--- config.mk ---
export PLATFORM = sky130hd
export DESIGN_NAME = matvec_result_packer
export DESIGN_NICKNAME = d
export VERILOG_FILES = /design/src/rtl/matvec_pkg.sv /design/src/rtl/result_fifo.sv /design/src/rtl/matvec_result_packer.sv
export SDC_FILE = /design/constraint.sdc
export NUM_CORES = 1
export LEC_CHECK = 0
export ABC_AREA = 1
export BUFFER_PORTS_ARGS = -buffer_cell sky130_fd_sc_hd__buf_2
export CAP_MARGIN = 40
export CORE_UTILIZATION = 45
export CTS_BUF_LIST = sky130_fd_sc_hd__clkbuf_4 sky130_fd_sc_hd__clkbuf_8 sky130_fd_sc_hd__clkbuf_16
export DETAILED_ROUTE_END_ITERATION = 12
export GPL_TIMING_DRIVEN = 0
export PLACE_DENSITY = 0.68
export SYNTH_ARGS = -nofsm -noshare
export SYNTH_HDL_FRONTEND = slang
export SYNTH_SLANG_ARGS = --single-unit
--- constraint.sdc ---
create_clock -name clk -period 2.5 [get_ports clk]
set_clock_uncertainty 0.1 [all_clocks]
set_input_delay 0.25 -clock clk [delete_from_list [all_inputs] [get_ports clk]]
set_output_delay 0.25 -clock clk [all_outputs]
set_load 0.02 [all_outputs]
--- src/rtl/matvec_pkg.sv ---
// Shared constants and helpers for the 3x3 matrix-vector datapath.
// sat_to_width clips a signed accumulator value into a narrower signed range.
package matvec_pkg;

  localparam int MAT_DIM = 3;
  localparam int DATA_W  = 14;
  localparam int ACC_W   = 28;

  typedef struct packed {
    logic [ACC_W-1:0] value;
    logic             clipped;
  } sat_result_t;

  // The result stays ACC_W wide; the caller keeps only the low out_w bits,
  // which hold the correctly clipped two's-complement value.
  function automatic sat_result_t sat_to_width(input logic signed [ACC_W-1:0] value,
                                               input int out_w);
    sat_result_t res;
    longint      v;
    longint      max_v;
    longint      min_v;
    v           = longint'(value);
    max_v       = (longint'(1) << (out_w - 1)) - 1;
    min_v       = -max_v - 1;
    res.value   = value;
    res.clipped = 1'b0;
    if (v > max_v) begin
      res.value   = ACC_W'(max_v);
      res.clipped = 1'b1;
    end else if (v < min_v) begin
      res.value   = ACC_W'(min_v);
      res.clipped = 1'b1;
    end
    return res;
  endfunction

endpackage

--- src/rtl/result_fifo.sv ---
// Small synchronous FIFO for packed result vectors.
// The head entry is presented combinationally on pop_data.
module result_fifo #(
  parameter int WIDTH = 8,
  parameter int DEPTH = 2
) (
  input  logic             clk,
  input  logic             reset,
  input  logic             push,
  input  logic [WIDTH-1:0] push_data,
  input  logic             pop,
  output logic [WIDTH-1:0] pop_data,
  output logic             full,
  output logic             empty
);

  localparam int PTR_W = (DEPTH > 1) ? $clog2(DEPTH) : 1;
  localparam int CNT_W = $clog2(DEPTH + 1);

  generate
    if (DEPTH < 2 || (DEPTH & (DEPTH - 1)) != 0) begin : g_bad_depth
      $error("result_fifo: DEPTH must be a power of two and at least 2");
    end
  endgenerate

  logic [WIDTH-1:0] mem [DEPTH];
  logic [PTR_W-1:0] wr_ptr;
  logic [PTR_W-1:0] rd_ptr;
  logic [CNT_W-1:0] count;
  logic             do_push;
  logic             do_pop;

  // A full FIFO refuses pushes even if a pop happens in the same cycle.
  assign do_push = push && !full;
  assign do_pop  = pop && !empty;

  assign full     = (count == CNT_W'(DEPTH));
  assign empty    = (count == '0);
  assign pop_data = mem[rd_ptr];

  always_ff @(posedge clk) begin
    if (!reset) begin
      wr_ptr <= '0;
      rd_ptr <= '0;
      count  <= '0;
      for (int i = 0; i < DEPTH; i++) begin
        mem[i] <= '0;
      end
    end else begin
      if (do_push) begin
        mem[wr_ptr] <= push_data;
        wr_ptr      <= wr_ptr + 1'b1;
      end
      if (do_pop) begin
        rd_ptr <= rd_ptr + 1'b1;
      end
      if (do_push && !do_pop) begin
        count <= count + 1'b1;
      end else if (do_pop && !do_push) begin
        count <= count - 1'b1;
      end
    end
  end

endmodule

--- src/rtl/matvec_result_packer.sv ---
// Collects N serial dot-product results, saturates each to OUT_W bits and
// queues the packed vector (plus per-element clip flags) for the consumer.
module matvec_result_packer
  import matvec_pkg::*;
#(
  parameter int IN_W       = ACC_W,
  parameter int OUT_W      = 16,
  parameter int N          = MAT_DIM,
  parameter int FIFO_DEPTH = 2
) (
  input  logic               clk,
  input  logic               reset,
  input  logic               in_valid,
  output logic               in_ready,
  input  logic [IN_W-1:0]    in_data,
  output logic               out_valid,
  input  logic               out_ready,
  output logic [N*OUT_W-1:0] out_data,
  output logic [N-1:0]       out_sat
);

  localparam int CNT_W   = (N > 1) ? $clog2(N) : 1;
  localparam int VEC_W   = N * OUT_W;
  localparam int ENTRY_W = VEC_W + N;

  generate
    if (OUT_W > IN_W || OUT_W < 2) begin : g_bad_out_w
      $error("matvec_result_packer: OUT_W must lie in 2..IN_W");
    end
    if (N < 1) begin : g_bad_n
      $error("matvec_result_packer: N must be at least 1");
    end
    if (IN_W > ACC_W) begin : g_bad_in_w
      $error("matvec_result_packer: IN_W must not exceed the accumulator width");
    end
  endgenerate

  logic [CNT_W-1:0]        elem_cnt;
  logic [VEC_W-1:0]        asm_data;
  logic [N-1:0]            asm_sat;
  logic signed [ACC_W-1:0] in_ext;
  sat_result_t             sat_res;
  logic [OUT_W-1:0]        sat_elem;
  logic                    sat_flag;
  logic                    last_lane;
  logic                    accept;
  logic                    fifo_full;
  logic                    fifo_empty;
  logic [VEC_W-1:0]        push_vec;
  logic [N-1:0]            push_sat;
  logic [ENTRY_W-1:0]      head;
  logic                    unused_sat_bits;

  assign in_ext          = ACC_W'($signed(in_data));
  assign sat_res         = sat_to_width(in_ext, OUT_W);
  assign sat_elem        = sat_res.value[OUT_W-1:0];
  assign sat_flag        = sat_res.clipped;
  assign unused_sat_bits = &{1'b0, sat_res.value};

  // Only the closing lane needs a FIFO slot, so earlier lanes never stall.
  assign last_lane = (elem_cnt == CNT_W'(N - 1));
  assign in_ready  = !last_lane || !fifo_full;
  assign accept    = in_valid && in_ready;

  // The closing element bypasses the assembly register straight into the FIFO.
  always_comb begin
    push_vec                          = asm_data;
    push_sat                          = asm_sat;
    push_vec[(N-1)*OUT_W +: OUT_W]    = sat_elem;
    push_sat[N-1]                     = sat_flag;
  end

  always_ff @(posedge clk) begin
    if (!reset) begin
      elem_cnt <= '0;
      asm_data <= '0;
      asm_sat  <= '0;
    end else if (accept) begin
      for (int i = 0; i < N; i++) begin
        if (elem_cnt == CNT_W'(i)) begin
          asm_data[i*OUT_W +: OUT_W] <= sat_elem;
          asm_sat[i]                 <= sat_flag;
        end
      end
      if (last_lane) begin
        elem_cnt <= '0;
      end else begin
        elem_cnt <= elem_cnt + 1'b1;
      end
    end
  end

  result_fifo #(
    .WIDTH (ENTRY_W),
    .DEPTH (FIFO_DEPTH)
  ) u_fifo (
    .clk       (clk),
    .reset     (reset),
    .push      (accept && last_lane),
    .push_data ({push_sat, push_vec}),
    .pop       (out_valid && out_ready),
    .pop_data  (head),
    .full      (fifo_full),
    .empty     (fifo_empty)
  );

  assign out_valid           = !fifo_empty;
  assign {out_sat, out_data} = head;

endmodule

# [Yosys cells after proc, flatten, opt, wreduce, memory -nomap -nowiden]
# Memory sizes are Yosys's and may differ from the RTL's. A register that Yosys moved wholly into a read port is not among the register bits.
# Index checks and enable logic that the tools add are counted.
[classes] n_addsub=5 n_lt_le_gt_ge=2 n_eq_ne=3 n_mux=14 n_reduce_logical=19
[op_table] cell="$mux 51" n=1
[op_table] cell="$reduce_or 51->1" n=1
[op_table] cell="$mux 17" n=2
[op_table] cell="$gt 28x16->1 const B" n=1
[op_table] cell="$lt 28x16->1 const B" n=1
[op_table] cell="$mux 1" n=8
[op_table] cell="$logic_and 1x1->1" n=7
[op_table] cell="$mux 2" n=3
[op_table] cell="$logic_not 1->1" n=5
[op_table] cell="$add 2x1->2 const B" n=2
[op_table] cell="$eq 2x2->1 const B" n=2
[op_table] cell="$logic_not 2->1" n=2
[op_table] cell="$reduce_and 2->1" n=2
[op_table] cell="$add 1x1->1 const B" n=2
[op_table] cell="$eq 2x1->1 const B" n=1
[op_table] cell="$reduce_bool 2->1" n=1
[op_table] cell="$sub 2x1->2 const B" n=1
[op_table] cell="$logic_or 1x1->1" n=1
[word_totals] register_bits=40 ramBits=102 input_bits=32 output_inout_bits=53 wordCells=52 mem_count=1
[memory_table] name="u_fifo.mem" words=2 word_bits=51 rd=1 rd_ports_with_merged_regs=1 write_ports=2 line_no="result_fifo.sv:26" rtl="logic [WIDTH-1:0] mem [DEPTH];"

# [Depth between registers and ports, before layout]
# Gate-level depths: netlist of run 1.
[logic_depth] word_depth=11 ltp_mapped=10 depth_no_buf=10

# [By module]
# From an unflattened synthesis of run 1, not the netlist that was laid out.
[unflattened] cells_unflattened=620 area_unflattened_um2=6429.9
[modules_own_cells] mod="result_fifo" instances=1 cells_each=362 area_per_inst_um2=4598.2
[modules_own_cells] mod="matvec_result_packer" instances=1 cells_each=258 area_per_inst_um2=1831.8

# [Worst setup path after synthesis of run 1]
# OpenSTA, ideal clock, no wires.
[synth_timing] path_kind="flip-flop to flip-flop" from="register elem_cnt[0]" to="memory u_fifo.mem[0][0] in the netlist's numbering (enable)" setup_ns=0.410 arrival_time_ns=2.238 slack_ns=-0.247 path_stages_with_launch=8 path_cell_list="dfxtp_1 -> nor2_2 -> nand3_2 -> nand3_2 -> nor2_2 -> nand2_2 -> buf_4 -> nand2_1"
[synth_rtl] item="start: declaration" line_no="matvec_result_packer.sv:38" rtl="logic [CNT_W-1:0] elem_cnt;"
[synth_rtl] item="start signal: assignment" line_no="matvec_result_packer.sv:88" rtl="elem_cnt <= elem_cnt + 1'b1;"
[synth_rtl] item="end: declaration" line_no="result_fifo.sv:26"

==> results of run 1 <==
==> per-layer routing <==
layer  global-route usage (%)  share of wire [%]
met5                        0                  0
met4                    9.652                2.3
met3                    4.006                6.8
met2                    35.38                 48
met1                    27.68                 42
==> registers in the layout (all words and copies together) (netlist names), named ones only <==
name	flops
elem_cnt	2
u_fifo.mem	102
asm_data	32
asm_sat	2
u_fifo.rd_ptr	1
u_fifo.wr_ptr	1
u_fifo.count	2
==> synth_stat cells <==
| master | number |
|---|---|
| a21oi_1 | 67 |
| and2_0 | 1 |
| buf_2 | 18 |
| buf_4 | 4 |
| buf_6 | 3 |
| clkbuf_1 | 6 |
| clkinv_1 | 2 |
| dfxtp_1 | 41 |
| edfxtp_1 | 102 |
| ha_1 | 1 |
| inv_1 | 71 |
| inv_2 | 4 |
| mux2_2 | 51 |
| nand2_1 | 65 |
| nand2_2 | 1 |
| nand3_1 | 34 |
| nand3_2 | 4 |
| nor2_1 | 85 |
| nor2_2 | 2 |
| nor3_4 | 1 |
| o21ai_0 | 6 |
| xor2_1 | 2 |
==> power breakdown <==
| group | leakage (nW) | internal (mW) | switching, mW |
|---|---|---|---|
| sequential | 1.39 | 2.66 | 0.0561 |
| clock | 0.277 | 1.56 | 0.923 |
| combinational | 1.49 | 0.378 | 0.620 |
==> cell families after synthesis <==
logic type                 synth area share [%]
adders and majority gates                0.2040
DFF                                       63.32
xor gates and xnor gates                 0.2856
and+or+nand+nor                           13.28
muxes                                     9.364
AOI/OAI and AO/OA                         5.957
buffers and inverters                     7.589
==> critical path: cells and delay by family (launching register included) <==
| family | cells | cell delay (ns) |
|---|---|---|
| buffers and inverters | 2 | 0.54 |
| multiplexers | 1 | 0.40 |
| flip-flops | 1 | 0.59 |
==> timing repair <==
| action | 4_1_cts | 5_1_grt |
|---|---|---|
| gates resized for setup | 1 | 1 |
| setup endpoints to repair | 24 | 41 |
| buffers inserted | 0 | 0 |
==> metrics by stage <==
stage,hold WS (ns),TNS (ns)
6_report,0.08867,0
5_1_grt,0.1215,0
4_1_cts,0.07611,0
3_5_place_dp,0.3919,-1.137
3_3_place_gp,0.3856,-22.62
2_1_floorplan,0.3244,0
==> layout make-up <==
class	count	area, um2	share of cell area (%)
Clock buffer	18	432.9	5.850
Inverter	77	289.0	3.905
Clock inverter	13	147.6	1.995
Tap cell	176	220.2	2.975
Multi-Input combinational cell	320	1799	24.31
Timing Repair Buffer	85	455.4	6.154
Buffer	30	172.7	2.333
Sequential cell	143	3884	52.48
==> final timing paths <==
check,startpoint,end,cells after the start
max,register,out_data[32],3
min reg2reg,u_fifo.rd_ptr,register,2
min,in_data[27],asm_data[31],3
max reg2reg,elem_cnt[1],u_fifo.mem[1][12],9
==> load_flow_metrics.sql, run 1 <==
INSERT INTO impl_metrics (metric_group, metric, value, unit) VALUES
('floorplanning', 'start_util', '46.32', '%'),
('setup_path', 'crit_arrival', '1.96', 'ns'),
('placement', 'port_buffers', '83', ''),
('power', 'irDropWorstVdd', '0.4182', 'mV'),
('placement', 'post_dp_cell_area', '6814', 'um2'),
('synthesis', 'yosys_warnings', '0', ''),
('detailed_routing', 'detailroute.via_count', '4388', ''),
('clocking', 'clock-sinks', '143', ''),
('placement', 'number_of_placed_instances_with_taps_included', '832', ''),
('power', 'p_total', '6.194', 'mW'),
('setup_path', 'worst_setup_path_end_kind', 'output port', ''),
('grt', 'grt_overflow_total', '0', ''),
('status', 'run_status', 'finished, final reports clean', ''),
('floorplanning', 'fp.coreArea', '13240', 'um2'),
('synthesis', 'synthesis.area', '6133', 'um2'),
('clocking', 'cts_made_buffers', '17', ''),
('synthesis', 'netlist_top_cells_area', 'edfxtp_1 50%, dfxtp_1 13%, mux2_2 9.4%, a21oi_1 5.5%, nor2_1 5.2%', ''),
('placement', 'place_ws', '-0.04792', 'ns'),
('floorplanning', 'chipWidth', '118.7', 'um'),
('sta', 'setup_ws', '0.1924', 'ns'),
('floorplanning', 'row_count', '42', ''),
('detailed_routing', 'drt_drc', '0', ''),
('detailed_routing', 'ant_nets', '0', ''),
('clocking', 'clock_latency', '0.42', 'ns'),
('clocking', 'ctsRootBufferMaster', 'clkbuf_16', ''),
('layout', 'flow.area_growth_from_synthesis', '20.67', '%'),
('sta', 'maxSlewHeadroom', '58.63', '%'),
('sta', 'setup_violations', '0', ''),
('clocking', 'clock_tree.buffer_depth', '2', ''),
('setup_path', 'path_cells', 'buf_2 > mux2_2 > buf_2', ''),
('layout', 'layout.cells.most_common', 'edfxtp_1', ''),
('detailed_routing', 'routed_via_density', '5.090', ''),
('sta', 'finalHoldViolCount', '0', ''),
('layout', 'drive_gt1_share', '29.59', '%'),
('clocking', 'cts_hold_buffers', '0', ''),
('layout', 'diodes', '0', ''),
('setup_path', 'worstPathRequired', '2.15', 'ns'),
('sta', 'fmax', '433.3', 'MHz'),
('power', 'powerDensity', '837.0', 'nW/um2'),
('sta', 'crit_share_post_route', '92.31', '%'),
('detailed_routing', 'detail_route.wl_per_cell', '16.51', 'um'),
('clocking', 'ctsHtreeMaxLevel', '4', ''),
('clocking', 'clkSlewWorstSetupHoldPaths', '0.06', 'ns'),
('setup_path', 'cp_common_cell', 'buf_2', ''),
('setup_path', 'path_max_fanout', '10', ''),
('sta', 'finalWorstPathRequiredPeriod', '2.308', 'ns'),
('layout', 'fin_nets', '707', ''),
('synthesis', 'syn-num-nets', '604', ''),
('power', 'p_leak', '3.158', 'nW'),
('synthesis', 'seq_area_frac_synth', '63.32', '%'),
('synthesis', 'synth_top_cell_by_area', 'edfxtp_1', ''),
('detailed_routing', 'wl', '14230', 'um'),
('layout', 'utilization', '55.89', '%'),
('grt', 'grt_pass1_wl', '22730', 'um'),
('flow_run', 'max_cap_viol_count', '0', ''),
('synthesis', 'synth_top_cell_area_share', '49.94', '%'),
('layout', 'most-common-layout-cells', '102 x edfxtp_1, 101 x buf_2, 85 x nor2_1', ''),
('setup_path', 'critPathMaxStageDelay', '0.59', 'ns'),
('hold_path', 'hold_path_class', 'primary input to register', ''),
('placement', 'gp_congestion', '0.8969', ''),
('sta', 'finalMaxSlewViolations', '0', ''),
('detailed_routing', 'drtIter0Drc', '408', ''),
('clocking', 'cts_tree', 'built', ''),
('layout', 'design_area', '7401', 'um2'),
('grt', 'maximum_number_of_pins_on_one_net_before_global_route_repair', '33', ''),
('layout', 'post_layout_nonfiller_instances', '862', ''),
('synthesis', 'post_synth.cell_area_avg', '10.74', 'um2'),
('setup_path', 'r2r_slack', '0.22', 'ns'),
('synthesis', 'post_synth_cell_types', '22', ''),
('floorplanning', 'fp.dieH', '118.7', 'um'),
('grt', 'antenna_found_initial', '0', ''),
('floorplanning', 'die_area', '14100', 'um2'),
('grt', 'first_global_vias', '4434', ''),
('grt', 'track_usage', '21.53', '%'),
('floorplanning', 'io-pin-count', '85', ''),
('sta', 'worst_tran_pin_value', '0.6205', 'ns'),
('placement', 'dpl.hpwl', '9943', 'um'),
('setup_path', 'critPathLaunchType', 'register', ''),
('setup_path', 'crit_slowest_cell', 'dfxtp_1', ''),
('detailed_routing', 'detailed_routing_iterations_pass_1', '5', ''),
('sta', 'rsz_0062_raised_after_global_routing', 'false', ''),
('synthesis', 'synth-seq-cells', '143', ''),
('layout', 'nFillCells', '1163', ''),
('setup_path', 'crit_type', 'register to output port', ''),
('synthesis', 'synth_cells', '571', '');
(Power assumes the default switching activity.)
==> run 2, diff against run 1 <==
SYNTH_HIERARCHICAL = 1   (was not set)
==> run 2 against run 1 <==
Compared with the run above:
- sequential share of layout area down 2.4 points
- setup slack improved by 0.030 ns
- highest routed layer unchanged
- combinational power is 53% lower
- synthesized area rose by 4.8%
==> load_flow_metrics.sql, run 2 <==
INSERT INTO impl_metrics (metric_group, metric, value, unit) VALUES
('status', 'run_status', 'finished, final reports clean', ''),
('synthesis', 'post_synth.cell_area_avg', '10.37', 'um2'),
('layout', 'nFillCells', '1232', ''),
('sta', 'final_total_negative_setup_slack', '0', 'ns'),
('floorplanning', 'fp.dieH', '121.5', 'um'),
('grt', 'antenna_found_initial', '0', ''),
('setup_path', 'critPathLaunchType', 'register', ''),
('sta', 'fmax', '439.1', 'MHz'),
('synthesis', 'syn-num-nets', '653', ''),
('synthesis', 'synthMostInstantiatedCell', 'nor2_1', ''),
('synthesis', 'synth_edf_count', '102', ''),
('layout', 'most-common-layout-cells', '122 x nor2_1, 102 x edfxtp_1, 94 x buf_2', ''),
('floorplanning', 'fp.coreArea', '13930', 'um2'),
('power', 'irDropWorstVdd', '0.3928', 'mV'),
('synthesis', 'synth-adder-area-share', '0.1946', '%'),
('synthesis', 'synth_top_cell_area_share', '47.64', '%'),
('hold_path', 'hold_path_class', 'primary input to register', ''),
('grt', 'maximum_number_of_pins_on_one_net_before_global_route_repair', '52', ''),
('clocking', 'cts_made_buffers', '17', ''),
('synthesis', 'synth_compound_gate_area_share', '4.495', '%'),
('detailed_routing', 'wl', '14470', 'um'),
('sta', 'maxSlewHeadroom', '65.92', '%'),
('clocking', 'clkSlewWorstSetupHoldPaths', '0.06', 'ns'),
('sta', 'finalMaxSlewViolations', '0', ''),
('flow_run', 'max_cap_viol_count', '0', ''),
('floorplanning', 'row_count', '43', ''),
('layout', 'drive_gt1_share', '29.81', '%'),
('setup_path', 'worst_setup_path_end_kind', 'register', ''),
('synthesis', 'post_synth_xor_area_fraction', '0', '%'),
('layout', 'fin_nets', '758', ''),
('synthesis', 'synthSimpleGateAreaFrac', '16.13', '%'),
('synthesis', 'netlist_top_cells_area', 'edfxtp_1 48%, dfxtp_1 13%, mux2_2 8.9%, nor2_1 7.1%, inv_1 5.4%', ''),
('layout', 'register_containing_the_most_flip_flops_in_the_final_layout', 'u_fifo/mem', ''),
('synthesis', 'synth-async-reset-ratio', '0', '%'),
('power', 'powerDensity', '721.3', 'nW/um2'),
('sta', 'finalHoldViolCount', '0', ''),
('detailed_routing', 'ant_nets', '0', ''),
('synthesis', 'synthesis.area', '6430', 'um2'),
('clocking', 'ctsHtreeMaxLevel', '4', ''),
('detailed_routing', 'detailed_routing_iterations_pass_1', '5', ''),
('power', 'p_total', '5.596', 'mW'),
('clocking', 'ctsRootBufferMaster', 'clkbuf_16', ''),
('floorplanning', 'start_util', '46.14', '%'),
('layout', 'layout_top_registers', 'u_fifo/mem (102), asm_data (32)', ''),
('layout', 'diodes', '0', ''),
('setup_path', 'worstPathRequired', '2.53', 'ns'),
('setup_path', 'crit_arrival', '2.31', 'ns'),
('detailed_routing', 'drt_drc', '0', ''),
('sta', 'rsz_0062_raised_after_global_routing', 'false', ''),
('sta', 'finalWorstPathRequiredPeriod', '2.277', 'ns'),
('placement', 'port_buffers', '83', ''),
('grt', 'track_usage', '20.91', '%'),
('clocking', 'postCtsSetupBuffers', '0', ''),
('clocking', 'clock_tree.buffer_depth', '2', ''),
('clocking', 'clock-sinks', '143', ''),
('clocking', 'cts_tree', 'built', ''),
('floorplanning', 'chipWidth', '121.5', 'um'),
('sta', 'worst_tran_pin_value', '0.5112', 'ns'),
('layout', 'layout.cells.most_common', 'nor2_1', ''),
('grt', 'grt_overflow_total', '0', ''),
('sta', 'setup_violations', '0', ''),
('clocking', 'clock_latency', '0.42', 'ns'),
('placement', 'dpl.hpwl', '9814', 'um'),
('grt', 'first_global_vias', '4667', ''),
('placement', 'gp_congestion', '0.8030', ''),
('layout', 'flow.area_growth_from_synthesis', '20.65', '%'),
('setup_path', 'crit_type', 'register to register', ''),
('detailed_routing', 'routed_via_density', '4.924', ''),
('synthesis', 'synth_top_family_by_area', 'simple AND/OR/NAND/NOR gates', ''),
('synthesis', 'post_synth_cell_types', '24', ''),
('synthesis', 'synth-main-ff-cell', 'edfxtp_1', ''),
('synthesis', 'synth_cells', '620', ''),
('layout', 'largest_reg_flops', '102', ''),
('detailed_routing', 'detail_route.wl_per_cell', '15.76', 'um'),
('power', 'p_leak', '3.476', 'nW'),
('synthesis', 'yosys_warnings', '6', ''),
('detailed_routing', 'drtIter0Drc', '294', ''),
('synthesis', 'synth_top_cell_by_area', 'edfxtp_1', ''),
('grt', 'grt_pass1_wl', '22910', 'um'),
('synthesis', 'seq_area_frac_synth', '60.40', '%'),
('synthesis', 'synth-seq-cells', '143', ''),
('synthesis', 'muxShareOfSynthArea', '8.932', '%'),
('floorplanning', 'die_area', '14770', 'um2'),
('floorplanning', 'io-pin-count', '85', ''),
('setup_path', 'path_max_fanout', '20', ''),
('sta', 'crit_share_post_route', '91.10', '%'),
('detailed_routing', 'detailroute.via_count', '4520', ''),
('clocking', 'cts_hold_buffers', '0', ''),
('synthesis', 'yosys-top-cells-count', '122 x nor2_1, 102 x edfxtp_1, 93 x inv_1', '');
## run 2: cell types whose count changed after synthesis, sizes merged, moves of 2 or more
cell,before,now
nor2,87,122
xor2,2,0
o21ai,6,4
o21a,0,32
clkbuf,6,4
inv,75,99
nand2,66,88
buf,25,30
clkinv,2,0
a21oi,67,5
## run 2: power breakdown
group          total [mW]  leakage [nW]  internal [mW]  switching, mW
Combinational       0.469          1.79          0.174          0.296
Clock                2.44         0.293           1.52          0.920
Sequential           2.69          1.39           2.64         0.0462
Total                5.60          3.48           4.33           1.26
## run 2: final timing paths
path | from | to | slack (ns) | depth (start not counted)
max reg2reg | u_fifo/count[0] | u_fifo/mem[1][15] | 0.22 | 10
min reg2reg | u_fifo/rd_ptr | register | 0.40 | 2
max | u_fifo/count[0] | u_fifo/mem[1][15] | 0.22 | 10
min | in_valid | elem_cnt[0] | 0.05 | 4
## run 2: cells by family after synthesis
logic type | after synthesis
and+or+nand+nor | 251
DFF | 143
buffers and inverters | 133
muxes | 51
AOI/OAI and AO/OA | 41
adders and majority gates | 1
## run 2: routing by layer
layer | vias up | part of all wire, % | track usage (%)
met5 | - | 0 | 0
met4 | 0 | 2.1 | 8.796
met3 | 22 | 4.6 | 4.682
met2 | 138 | 50 | 35.01
met1 | 2159 | 44 | 26.05
li1 | 2201 | - | -
## run 2: critical path, stage by stage, from the launching register on
cell       delay [ns]
dfxtp_1          0.41
nor2_1           0.07
nand2_1          0.10
nand2_1          0.08
nor3_1           0.20
o21ai_2          0.12
inv_2            0.10
nand3_4          0.15
buf_4            0.25
nand2_8          0.19
clkbuf_16        0.24
## run 2: cell type report
type,instances,area [um2],share of cell area (%)
Sequential cell,143,3885,50.08
Clock buffer,26,518.0,6.677
Inverter,99,371.6,4.790
Clock inverter,6,55.05,0.7097
Buffer,34,261.5,3.371
Multi-Input combinational cell,345,1973,25.44
Tap cell,180,225.2,2.903
Timing Repair Buffer,85,467.9,6.032
## run 2: repair_timing
action,CTS,global route
pin swaps,0,1
endpoints found under the setup margin,102,84
gates cloned,0,2
gates resized for setup,3,4
## run 2: stage by stage
step / instance area, um2 / util [%] / worst slack, ns / std cells / hold WS (ns)
3_3_place_gp: 7081 / 50.81 / -0.4981 / 883 / 0.3816
3_5_place_dp: 7101 / 50.96 / -0.2659 / 884 / 0.3950
2_1_floorplan: 6440 / - / 0.01502 / 620 / 0.3010
6_report: 7757 / 55.67 / 0.2226 / 918 / 0.05400
4_1_cts: 7696 / 55.23 / 0.01617 / 916 / 0.04318
5_1_grt: 7757 / 55.67 / 0.03450 / 918 / 0.05857
